File: config.mk
export PLATFORM = sky130hd
export DESIGN_NAME = vga_scanout_flat
export DESIGN_NICKNAME = d
export VERILOG_FILES = /design/src/rtl/vga_scanout_pkg.sv /design/src/rtl/vga_scanout_if.sv /design/src/rtl/vga_timing.sv /design/src/rtl/vga_scanout.sv /design/src/flat_wrapper.sv
export SDC_FILE = /design/constraint.sdc
export NUM_CORES = 1
export LEC_CHECK = 0
export CAP_MARGIN = 20
export CORE_ASPECT_RATIO = 0.7
export CORE_UTILIZATION = 35
export CTS_BUF_LIST = sky130_fd_sc_hd__clkbuf_8
export CTS_CLUSTER_DIAMETER = 50
export DETAILED_ROUTE_END_ITERATION = 10
export GPL_ROUTABILITY_DRIVEN = 0
export GPL_TIMING_DRIVEN = 0
export SLEW_MARGIN = 25
export SYNTH_ARGS = -nofsm -noshare
export SYNTH_HDL_FRONTEND = slang
export SYNTH_SLANG_ARGS = --single-unit
File: constraint.sdc
create_clock -name clk_in -period 2.6 [get_ports clk_in]
set_input_delay 0.65 -clock clk_in [delete_from_list [all_inputs] [get_ports clk_in]]
set_output_delay 0.65 -clock clk_in [all_outputs]
set_load 0.02 [all_outputs]
File: src/rtl/vga_scanout_pkg.sv
// Shared constants, default timing/palette values and pipeline types for the
// 640x480@60 Game Boy scanout stage.
package vga_scanout_pkg;

    localparam int CNT_W       = 12;
    localparam int ADDR_W      = 16;
    localparam int RGB_W       = 12;
    localparam int PIPE_STAGES = 2;

    localparam int DEF_H_ACTIVE = 640;
    localparam int DEF_H_FP     = 16;
    localparam int DEF_H_SYNC   = 96;
    localparam int DEF_H_BP     = 48;
    localparam int DEF_V_ACTIVE = 480;
    localparam int DEF_V_FP     = 10;
    localparam int DEF_V_SYNC   = 2;
    localparam int DEF_V_BP     = 33;

    localparam logic [RGB_W-1:0] DEF_BORDER = 12'h000;
    localparam logic [RGB_W-1:0] DEF_PAL0   = 12'hFFF;
    localparam logic [RGB_W-1:0] DEF_PAL1   = 12'hAAA;
    localparam logic [RGB_W-1:0] DEF_PAL2   = 12'h555;
    localparam logic [RGB_W-1:0] DEF_PAL3   = 12'h000;

    // Per-pixel control bits carried alongside the framebuffer read.
    typedef struct packed {
        logic de;
        logic hs;
        logic vs;
        logic win;
        logic fs;
    } vga_ctl_t;

    function automatic logic sync_level(input logic active, input logic pol);
        return active ? pol : ~pol;
    endfunction

endpackage

File: src/rtl/vga_scanout_if.sv
// Framebuffer read port plus video output pins of the scanout stage.
interface vga_scanout_if #(
    parameter int B = 8
);
    logic [15:0]  fb_addr;
    logic [B-1:0] fb_data;
    logic [11:0]  rgb;
    logic         hsync;
    logic         vsync;
    logic         de;
    logic         frame_start;

    modport master (
        output fb_addr,
        input  fb_data,
        output rgb,
        output hsync,
        output vsync,
        output de,
        output frame_start
    );

    modport slave (
        input  fb_addr,
        output fb_data,
        input  rgb,
        input  hsync,
        input  vsync,
        input  de,
        input  frame_start
    );
endinterface

File: src/rtl/vga_timing.sv
// Horizontal/vertical pixel counters and the raw (unpipelined) timing decodes.
module vga_timing
    import vga_scanout_pkg::*;
#(
    parameter int H_ACTIVE = DEF_H_ACTIVE,
    parameter int H_FP     = DEF_H_FP,
    parameter int H_SYNC   = DEF_H_SYNC,
    parameter int H_BP     = DEF_H_BP,
    parameter int V_ACTIVE = DEF_V_ACTIVE,
    parameter int V_FP     = DEF_V_FP,
    parameter int V_SYNC   = DEF_V_SYNC,
    parameter int V_BP     = DEF_V_BP
) (
    input  logic             clk_in,
    input  logic             rst,
    output logic [CNT_W-1:0] hc,
    output logic [CNT_W-1:0] vc,
    output logic             de_r,
    output logic             hs_r,
    output logic             vs_r,
    output logic             fs_r
);

    localparam int H_TOTAL = H_ACTIVE + H_FP + H_SYNC + H_BP;
    localparam int V_TOTAL = V_ACTIVE + V_FP + V_SYNC + V_BP;
    localparam int HS_BEG  = H_ACTIVE + H_FP;
    localparam int HS_END  = H_ACTIVE + H_FP + H_SYNC;
    localparam int VS_BEG  = V_ACTIVE + V_FP;
    localparam int VS_END  = V_ACTIVE + V_FP + V_SYNC;

    logic [CNT_W-1:0] hc_reg;
    logic [CNT_W-1:0] vc_reg;

    always_ff @(posedge clk_in) begin
        if (rst) begin
            hc_reg <= '0;
            vc_reg <= '0;
        end else if (hc_reg == CNT_W'(H_TOTAL - 1)) begin
            hc_reg <= '0;
            vc_reg <= (vc_reg == CNT_W'(V_TOTAL - 1)) ? '0 : vc_reg + 1'b1;
        end else begin
            hc_reg <= hc_reg + 1'b1;
        end
    end

    assign hc   = hc_reg;
    assign vc   = vc_reg;
    assign de_r = (hc_reg < CNT_W'(H_ACTIVE)) && (vc_reg < CNT_W'(V_ACTIVE));
    assign hs_r = (hc_reg >= CNT_W'(HS_BEG)) && (hc_reg < CNT_W'(HS_END));
    assign vs_r = (vc_reg >= CNT_W'(VS_BEG)) && (vc_reg < CNT_W'(VS_END));
    assign fs_r = (hc_reg == '0) && (vc_reg == '0);

endmodule

File: src/rtl/vga_scanout.sv
// VGA scanout: timing, windowed framebuffer addressing with 2^S replication,
// and shade-to-RGB palette; every output lags the counters by three cycles.
module vga_scanout
    import vga_scanout_pkg::*;
#(
    parameter int               H_ACTIVE   = DEF_H_ACTIVE,
    parameter int               H_FP       = DEF_H_FP,
    parameter int               H_SYNC     = DEF_H_SYNC,
    parameter int               H_BP       = DEF_H_BP,
    parameter int               V_ACTIVE   = DEF_V_ACTIVE,
    parameter int               V_FP       = DEF_V_FP,
    parameter int               V_SYNC     = DEF_V_SYNC,
    parameter int               V_BP       = DEF_V_BP,
    parameter logic             SYNC_POL   = 1'b0,
    parameter int               IMG_W      = 160,
    parameter int               IMG_H      = 144,
    parameter int               FB_W       = 256,
    parameter int               B          = 8,
    parameter int               SCALE_LOG2 = 1,
    parameter int               X0         = 160,
    parameter int               Y0         = 96,
    parameter logic [RGB_W-1:0] BORDER     = DEF_BORDER,
    parameter logic [RGB_W-1:0] PAL0       = DEF_PAL0,
    parameter logic [RGB_W-1:0] PAL1       = DEF_PAL1,
    parameter logic [RGB_W-1:0] PAL2       = DEF_PAL2,
    parameter logic [RGB_W-1:0] PAL3       = DEF_PAL3
) (
    input logic           clk_in,
    input logic           rst,
    vga_scanout_if.master vif
);

    localparam int X1 = X0 + (IMG_W << SCALE_LOG2);
    localparam int Y1 = Y0 + (IMG_H << SCALE_LOG2);
    localparam logic [4*RGB_W-1:0] PAL_VEC = {PAL3, PAL2, PAL1, PAL0};

    logic [CNT_W-1:0] hc;
    logic [CNT_W-1:0] vc;
    logic             de_r;
    logic             hs_r;
    logic             vs_r;
    logic             fs_r;

    vga_timing #(
        .H_ACTIVE (H_ACTIVE),
        .H_FP     (H_FP),
        .H_SYNC   (H_SYNC),
        .H_BP     (H_BP),
        .V_ACTIVE (V_ACTIVE),
        .V_FP     (V_FP),
        .V_SYNC   (V_SYNC),
        .V_BP     (V_BP)
    ) u_timing (
        .clk_in (clk_in),
        .rst    (rst),
        .hc     (hc),
        .vc     (vc),
        .de_r   (de_r),
        .hs_r   (hs_r),
        .vs_r   (vs_r),
        .fs_r   (fs_r)
    );

    // Stage 0: window decode and framebuffer address (counter cycle).
    logic             win_r;
    logic [CNT_W-1:0] hx;
    logic [CNT_W-1:0] vy;
    logic [CNT_W-1:0] fx;
    logic [CNT_W-1:0] fy;
    logic [ADDR_W-1:0] fb_addr_reg;
    logic [ADDR_W-1:0] fb_addr_next;
    vga_ctl_t         ctl_r;

    assign win_r = (hc >= CNT_W'(X0)) && (hc < CNT_W'(X1)) &&
                   (vc >= CNT_W'(Y0)) && (vc < CNT_W'(Y1));
    assign hx    = hc - CNT_W'(X0);
    assign vy    = vc - CNT_W'(Y0);
    assign fx    = hx >> SCALE_LOG2;
    assign fy    = vy >> SCALE_LOG2;

    always_comb begin
        fb_addr_next = fb_addr_reg;
        if (win_r) begin
            fb_addr_next = ADDR_W'(fy) * ADDR_W'(FB_W) + ADDR_W'(fx);
        end
    end

    assign ctl_r = '{de: de_r, hs: hs_r, vs: vs_r, win: win_r, fs: fs_r};

    // Control bits ride two stages so they meet the read data returned by the framebuffer.
    vga_ctl_t ctl_pipe [PIPE_STAGES];

    always_ff @(posedge clk_in) begin
        if (rst) begin
            fb_addr_reg <= '0;
            for (int i = 0; i < PIPE_STAGES; i++) begin
                ctl_pipe[i] <= '0;
            end
        end else begin
            fb_addr_reg <= fb_addr_next;
            ctl_pipe[0] <= ctl_r;
            for (int i = 1; i < PIPE_STAGES; i++) begin
                ctl_pipe[i] <= ctl_pipe[i-1];
            end
        end
    end

    assign vif.fb_addr = fb_addr_reg;

    // Palette table built from the packed parameter vector.
    logic [RGB_W-1:0] pal_tab [4];
    genvar gi;
    generate
        for (gi = 0; gi < 4; gi++) begin : g_pal
            assign pal_tab[gi] = PAL_VEC[gi*RGB_W +: RGB_W];
        end
    endgenerate

    logic [RGB_W-1:0] pix_rgb;
    vga_ctl_t         ctl_last;

    assign ctl_last = ctl_pipe[PIPE_STAGES-1];
    assign pix_rgb  = pal_tab[vif.fb_data[1:0]];

    logic             unused_fb_bits;
    assign unused_fb_bits = &{1'b0, vif.fb_data[B-1:2]};

    // Output stage.
    logic [RGB_W-1:0] rgb_reg;
    logic             hsync_reg;
    logic             vsync_reg;
    logic             de_reg;
    logic             fs_reg;

    always_ff @(posedge clk_in) begin
        if (rst) begin
            rgb_reg   <= '0;
            hsync_reg <= ~SYNC_POL;
            vsync_reg <= ~SYNC_POL;
            de_reg    <= 1'b0;
            fs_reg    <= 1'b0;
        end else begin
            rgb_reg   <= ctl_last.de ? (ctl_last.win ? pix_rgb : BORDER) : '0;
            hsync_reg <= sync_level(ctl_last.hs, SYNC_POL);
            vsync_reg <= sync_level(ctl_last.vs, SYNC_POL);
            de_reg    <= ctl_last.de;
            fs_reg    <= ctl_last.fs;
        end
    end

    assign vif.rgb         = rgb_reg;
    assign vif.hsync       = hsync_reg;
    assign vif.vsync       = vsync_reg;
    assign vif.de          = de_reg;
    assign vif.frame_start = fs_reg;

endmodule

File: src/flat_wrapper.sv
// flat-port wrapper written by rule: the top's interface ports become plain ports
module vga_scanout_flat import vga_scanout_pkg::*;
#(
    parameter int               H_ACTIVE   = DEF_H_ACTIVE,
    parameter int               H_FP       = DEF_H_FP,
    parameter int               H_SYNC     = DEF_H_SYNC,
    parameter int               H_BP       = DEF_H_BP,
    parameter int               V_ACTIVE   = DEF_V_ACTIVE,
    parameter int               V_FP       = DEF_V_FP,
    parameter int               V_SYNC     = DEF_V_SYNC,
    parameter int               V_BP       = DEF_V_BP,
    parameter logic             SYNC_POL   = 1'b0,
    parameter int               IMG_W      = 160,
    parameter int               IMG_H      = 144,
    parameter int               FB_W       = 256,
    parameter int               B          = 8,
    parameter int               SCALE_LOG2 = 1,
    parameter int               X0         = 160,
    parameter int               Y0         = 96,
    parameter logic [RGB_W-1:0] BORDER     = DEF_BORDER,
    parameter logic [RGB_W-1:0] PAL0       = DEF_PAL0,
    parameter logic [RGB_W-1:0] PAL1       = DEF_PAL1,
    parameter logic [RGB_W-1:0] PAL2       = DEF_PAL2,
    parameter logic [RGB_W-1:0] PAL3       = DEF_PAL3
)
  (clk_in, rst, vif_fb_addr, vif_fb_data, vif_rgb, vif_hsync, vif_vsync, vif_de, vif_frame_start);
  vga_scanout_if #(.B(B)) vif_i ();
  input logic clk_in;
  input logic rst;
  output wire logic [$bits(vif_i.fb_addr)-1:0] vif_fb_addr;
  input wire logic [$bits(vif_i.fb_data)-1:0] vif_fb_data;
  output wire logic [$bits(vif_i.rgb)-1:0] vif_rgb;
  output wire logic [$bits(vif_i.hsync)-1:0] vif_hsync;
  output wire logic [$bits(vif_i.vsync)-1:0] vif_vsync;
  output wire logic [$bits(vif_i.de)-1:0] vif_de;
  output wire logic [$bits(vif_i.frame_start)-1:0] vif_frame_start;
  assign vif_fb_addr = vif_i.fb_addr;
  assign vif_i.fb_data = vif_fb_data;
  assign vif_rgb = vif_i.rgb;
  assign vif_hsync = vif_i.hsync;
  assign vif_vsync = vif_i.vsync;
  assign vif_de = vif_i.de;
  assign vif_frame_start = vif_i.frame_start;
  vga_scanout #(.H_ACTIVE(H_ACTIVE), .H_FP(H_FP), .H_SYNC(H_SYNC), .H_BP(H_BP), .V_ACTIVE(V_ACTIVE), .V_FP(V_FP), .V_SYNC(V_SYNC), .V_BP(V_BP), .SYNC_POL(SYNC_POL), .IMG_W(IMG_W), .IMG_H(IMG_H), .FB_W(FB_W), .B(B), .SCALE_LOG2(SCALE_LOG2), .X0(X0), .Y0(Y0), .BORDER(BORDER), .PAL0(PAL0), .PAL1(PAL1), .PAL2(PAL2), .PAL3(PAL3)) u_core (.clk_in(clk_in), .rst(rst), .vif(vif_i));
endmodule
Word level (Yosys, flattened, before mapping)
Memories as Yosys holds them, arrays and structs flattened.
Cells that the tools add are included.
- flip-flop bits (word level): 56
- latch bits: 0
- memory bits (writable): 10
- ROM bits: 0
- output and inout port bits: 32
- memories: 1
- add/subtract/negate cells: 5
- $mul: 0
- divide/modulo/power cells: 0
- $lt $le $gt $ge: 11
- eq/ne operators: 2
- shifts and indexed selects: 0
- multiplexer cells: 11
- bitwise operators: 5
- reductions and logical operators: 11
- memories (memory ; words ; width ; rd ports ; clocked after memory_dff ; write ports ; line ; text):
    u_core.ctl_pipe ; 2 ; 5 ; 2 ; 0 ; 2 ; vga_scanout.sv:91 ; vga_ctl_t ctl_pipe [PIPE_STAGES];
- operators with widths (kind ; number):
    less-than comparator 12 x 9 -> 1 bit (second input constant) ; 4
    two-way mux 12 bit ; 3
    adder 12 x 1 -> 12 bit (second input constant) ; 2
    binary-select mux 12 bit (select 2 bit) ; 1
    == test 12 x 10 -> 1 bit (second input constant) ; 2
    logical NOT 12 bit ; 2
    less-than comparator 12 x 10 -> 1 bit (second input constant) ; 2
    adder 16 x 11 -> 16 bit ; 1
    >= comparator 12 x 10 -> 1 bit (second input constant) ; 1
    >= comparator 12 x 7 -> 1 bit (second input constant) ; 1
    >= comparator 12 x 8 -> 1 bit (second input constant) ; 1
    >= comparator 12 x 9 -> 1 bit (second input constant) ; 1
    subtractor 12 x 8 -> 12 bit (second input constant) ; 1
    two-way mux 5 bit ; 2
    subtractor 9 x 7 -> 9 bit (second input constant) ; 1
    logical AND 1 bit ; 7
    two-way mux 1 bit ; 5
    >= comparator 3 bit (second input constant) ; 1
    inverter 2 -> 3 bit ; 1
    OR reduction 3 bit ; 1
    inverter 1 bit ; 2
    OR 1 bit ; 2
    OR reduction 2 bit ; 1

Longest topological paths before layout
- depth in word-level cells: 5
- depth in mapped cells: 14

By module
From an unflattened synthesis, not the netlist that was laid out.
- cells, all modules: 301
- area, all modules: 2790.2 um2
- modules (own cells, without submodules) (module ; times used ; cells an instance ; area an instance (um2) ; seq. area each (um2)):
    vga_scanout ; 1 ; 152 ; 1549.0 ; 640.6
    vga_timing ; 1 ; 149 ; 1241.2 ; 480.5

Worst setup path after synthesis
Ideal clock, no wire load.
- path kind: flip-flop to flip-flop
- start: register u_core.u_timing.hc_reg[5], in the netlist u_core.u_timing.hc[5]
- end: register u_core.fb_addr_reg[15], in the netlist u_core.vif.fb_addr[15]
- setup time: 0.137 ns
- arrival: 2.250 ns
- required time: 2.463 ns
- slack: 0.213 ns
- stages on the path, launching flop included: 13
- path buffers: 1
- clock period less this slack: 2.387 ns
- cell sequence: dfxtp_1 buf_6 inv_1 ha_1 nor2b_1 nor4_1 xor2_1 ha_1 a21oi_1 a211oi_1 mux2i_1 xor2_1 a211oi_2
- elaborated cells on any way between the ends: 7
- those cells by class: add/sub: 2; order compare: 2; reduce/logical: 3
- RTL lines (item ; line ; text):
    from (decl) ; vga_timing.sv:31 ; logic [CNT_W-1:0] hc_reg;
    from (signal assigned) ; vga_timing.sv:42 ; hc_reg <= hc_reg + 1'b1;
    subtractor 12 x 8 -> 12 bit ; vga_scanout.sv:76 ; assign hx = hc - CNT_W'(X0);
    net u_core.hx[5] ; vga_scanout.sv:66 ; logic [CNT_W-1:0] hx;
    adder 16 x 11 -> 16 bit ; vga_scanout.sv:84 ; fb_addr_next = ADDR_W'(fy) * ADDR_W'(FB_W) + ADDR_W'(fx);
    to (signal assigned) ; vga_scanout.sv:100 ; fb_addr_reg <= fb_addr_next;
    to (decl) ; vga_scanout.sv:70 ; logic [ADDR_W-1:0] fb_addr_reg;
The timed path passes the listed nets, and every way through them passes these cells.
A chain may end at the register's enable or synchronous reset.

Worst setup path in the final report
Same ends and word-level chain as after synthesis.

==> run summary <==
The run finished with clean final reports. Summing the areas of all compound-gate instances in the mapped netlist gives 7.363% of the synthesized area. Walking the worst path, the cells encountered are buf_6 -> inv_2 -> ha_4 -> nor2b_4 -> nor4_4 -> xor2_1 -> ha_1 -> nand3_2 -> a211oi_2 -> mux2i_1 -> xor2_1 -> a211oi_2. After synthesis, the share of cell area in mux cells is 4.284%.

The maximum single-stage delay on the critical path came out at 0.37 ns. Summed over all cells, the static leakage comes to 0.001302 uW. Entering global routing, the biggest net connects 19 pins. The final layout contains routed wiring with a total length of 5.969 mm. Endpoint of the worst hold-timing path: u_core.vif.vsync$_SDFF_PP1_. Summing all multi-input logic gate instances after layout gives 1474 um^2.

The number of different library cells used by synthesis comes to 40. The tools report the max-slew violation count as 0. The tools report the number of hold violations in the final report as 0.

For flop-to-flop paths, the worst setup slack is 0.13 ns. Share of the clock period used by the worst path after layout: 95.04%. The number of buffer and inverter stages on the critical path was 2; the depth of the CTS H-tree was 2. The most used flip-flop cell after synthesis is sky130_fd_sc_hd__dfxtp_1.

The setup slack of the critical path after layout was 0.1289 ns; the worst path required time was 2.78 ns. By startpoint and endpoint, the worst setup path is classified as flip-flop to flip-flop. The adder and majority cell fraction of the synthesized area was 6.515%; the worst slack at placement was -0.06852 ns.

The run gives 1940 as the number of global-route vias before repair. In the layout the commonest cells are sky130_fd_sc_hd__dfxtp_1, sky130_fd_sc_hd__nor2_1, sky130_fd_sc_hd__clkdlybuf4s50_1. The count of mapped cells out of synthesis came out at 301. The number of port buffers was 34. The master cell of the clock root buffer was sky130_fd_sc_hd__clkbuf_8. The number of rows created at floorplan was 26; the number of max-cap violations was 0. The hold path depth was 1; the post-synth net total was 325. The share of the Yosys chip area taken by registers is 39.98%. In this run the remaining antenna-violating nets after routing total 0. The average footprint of a synthesized cell was 9.315 um^2.

Setup repair after global routing could not meet its margin everywhere. The clock net in this run drives a total of 56 sinks. The logs give 0 for the initial antenna violation count and 0 for the number of buffers inserted for hold repair after clock tree synthesis.

Buffers inserted during clock tree synthesis total 5. The flip-flop count of the largest register, all copies and words added works out to 16. In the routed layout, each cell is associated on average with a via count of 4.710. The worst setup path is launched from a flip-flop. After filler insertion, the fill cell instance count of the layout stands at 730.

The area of all sequential standard cells was 1126 um^2. 42 I/O pins were placed. The detailed router finished its first iteration with 108 violations. The average routed wire per standard cell is 13.41 um.

Post-synthesis share of cell area spent on xor and xnor gates: 9.996%. For this run, the top clock speed supported by timing is 0.4047 GHz. Dominant combinational cell family by area after synthesis: simple AND/OR/NAND/NOR gates.

Critical hold path startpoint: u_core.ctl_pipe[0][7]$_SDFF_PP0_. Detailed routing inserted a total of 2096 vias. The final setup skew was 0.003910 ns; the area share of and/or/nand/nor cells after synthesis was 22.58%. After detailed placement, the design holds a cell count of 433. Critical register-to-register path startpoint: u_core.u_timing.hc[5]$_SDFF_PP0_. The area growth from synthesis to layout is 22.80%.

The cell area after synthesis is 2804 um^2. Clock insertion delay at the later pin of the skew report: 0.32 ns. Element type at the critical path end: a flip-flop. Power spread over the standard cell area amounts to 408.6 nW/um^2. The setup total negative slack was 0 ns; the starting density of the core was 37.31%.

In the routed design, unresolved DRC markers number 0. The final critical path time including I/O delays and setup was 2.471 ns; the relative slew slack was 54.50%. Most frequent standard cell in the layout excluding fill and tap cells: sky130_fd_sc_hd__dfxtp_1. The design draws 1407 uW. The number of cells on the worst reg-to-reg path is 12. For the count of nets after finishing, the log shows 370. The Yosys step of the flow raised 0 warnings. Broken down by cell family, the worst path's largest delay share belongs to adder cells. The fraction of registers with async set or reset after synthesis is 0%. The measured slew at the worst slew-check pin works out to 0.6824 ns. Counting flops and latches in the post-synthesis netlist gives 56. Leaving out filler cells and counting taps, the final layout contains 445. The repair_antennas step left the layout with diodes totalling 0. The total iterations of the first detailed-routing run is 4, and the number of enable-type register cells in the synthesized netlist is 0.

The worst hold path belongs to the class flip-flop to flip-flop. In the final layout, the share of cells above drive strength 1 is 17.00%. For the area of the die, the log shows 8379 um^2. Across every metal layer, demand over resource in global routing totals 15.25%. The maximum buffer depth of the clock tree is 2, and the clock-pin slew on the worst setup and hold paths is 0.10 ns.

The aggregate global routing overflow was 0. The half-perimeter wire length after detailed placement came out at 4.512 mm. The cell with the biggest individual delay on the critical path was sky130_fd_sc_hd__dfxtp_2. The tools report the core outline area as 7515 um^2. The maximum ir drop on the vdd rail is 0.2307 mV, and the highest fanout seen on the critical path is 7. The horizontal die dimension was 109.0 um; the first-pass GRT wire length was 9.715 mm. In this run the critical register-to-register path is captured at u_core.vif.fb_addr[15]$_SDFFE_PP0P_. TritonCTS built the clock tree. The endpoint arrival time on the critical path came out at 2.65 ns. The final setup violation count is 0, and the height of the die is 76.89 um.
where the power goes:
| part | internal, uW | leakage (uW) | total [uW] | switching, uW |
|---|---|---|---|---|
| combinational | 18.6 | 0.000803 | 45.0 | 26.4 |
| sequential | 866 | 0.000454 | 872 | 6.52 |
| clock | 192 | 0.0000445 | 490 | 298 |
cell type report:
cell class              instances  area share, %
clock buffers                   5          1.999
well taps                      98          3.561
clock inverters                 3         0.6177
inverters                      14          1.526
flip-flops and latches         56          32.70
repair buffers                 38          10.76
plain buffers                  27          6.032
multi-input cells             204          42.81
cell families after synthesis:
| group | count (synthesis) |
|---|---|
| xor+xnor | 32 |
| flops | 56 |
| mux | 12 |
| compound gates | 24 |
| buf+inv | 41 |
| fa+ha+maj | 14 |
| simple gates | 122 |
per-stage QoR:
| stage | area [um^2] | hold slack, ns | util, % |
|---|---|---|---|
| finish | 3443 | 0.3833 | 45.82 |
| global placement | 3267 | 0.3570 | 43.47 |
| detailed placement | 3267 | 0.3622 | 43.47 |
| CTS | 3373 | 0.3880 | 44.89 |
| global route | 3443 | 0.4052 | 45.82 |
| floorplan | 2804 | 0.3559 | - |
routing by layer:
metal / up-vias / part of all wire [%] / GRT usage (%)
met2: 53 / 38 / 19.75
met5: - / 0 / 0
met1: 952 / 56 / 23.75
met3: 7 / 4.9 / 3.997
li1: 1084 / - / -
met4: 0 / 1.1 / 4.459
worst max-delay path by stage:
stage                                                 from                             endpoint  slack, ns  cells past startpoint
after global routing      u_core.u_timing.hc[5]$_SDFF_PP0_  u_core.vif.fb_addr[12]$_SDFFE_PP0P_      -0.06                     14
final                     u_core.u_timing.hc[5]$_SDFF_PP0_  u_core.vif.fb_addr[15]$_SDFFE_PP0P_       0.13                     12
after floorplan           u_core.u_timing.hc[5]$_SDFF_PP0_  u_core.vif.fb_addr[15]$_SDFFE_PP0P_       0.21                     12
after detailed placement  u_core.u_timing.hc[5]$_SDFF_PP0_  u_core.vif.fb_addr[15]$_SDFFE_PP0P_      -0.07                     12
after global placement    u_core.u_timing.hc[5]$_SDFF_PP0_  u_core.vif.fb_addr[15]$_SDFFE_PP0P_      -0.09                     12
after CTS                 u_core.u_timing.hc[5]$_SDFF_PP0_  u_core.vif.fb_addr[15]$_SDFFE_PP0P_       0.03                     12
cells in the mapped netlist (all sizes together) (7+ instances only):
cell type	instances	area share [%]
dfxtp	56	40
nor2	50	6.9
buf	21	6.5
xnor2	16	5.0
xor2	16	5.0
inv	14	1.9
nand2	14	1.9
nand4	14	3.6
ha	13	5.8
mux2i	12	4.3
nor2b	12	2.7
nand3	8	1.4
a21oi	7	1.2
what timing repair did:
item	CTS	global route
resized for setup	5	11
pin swaps	0	2
setup buffers	0	4
endpoints found under the setup margin	1	4
No activity file was read; power rests on OpenSTA's default activity.
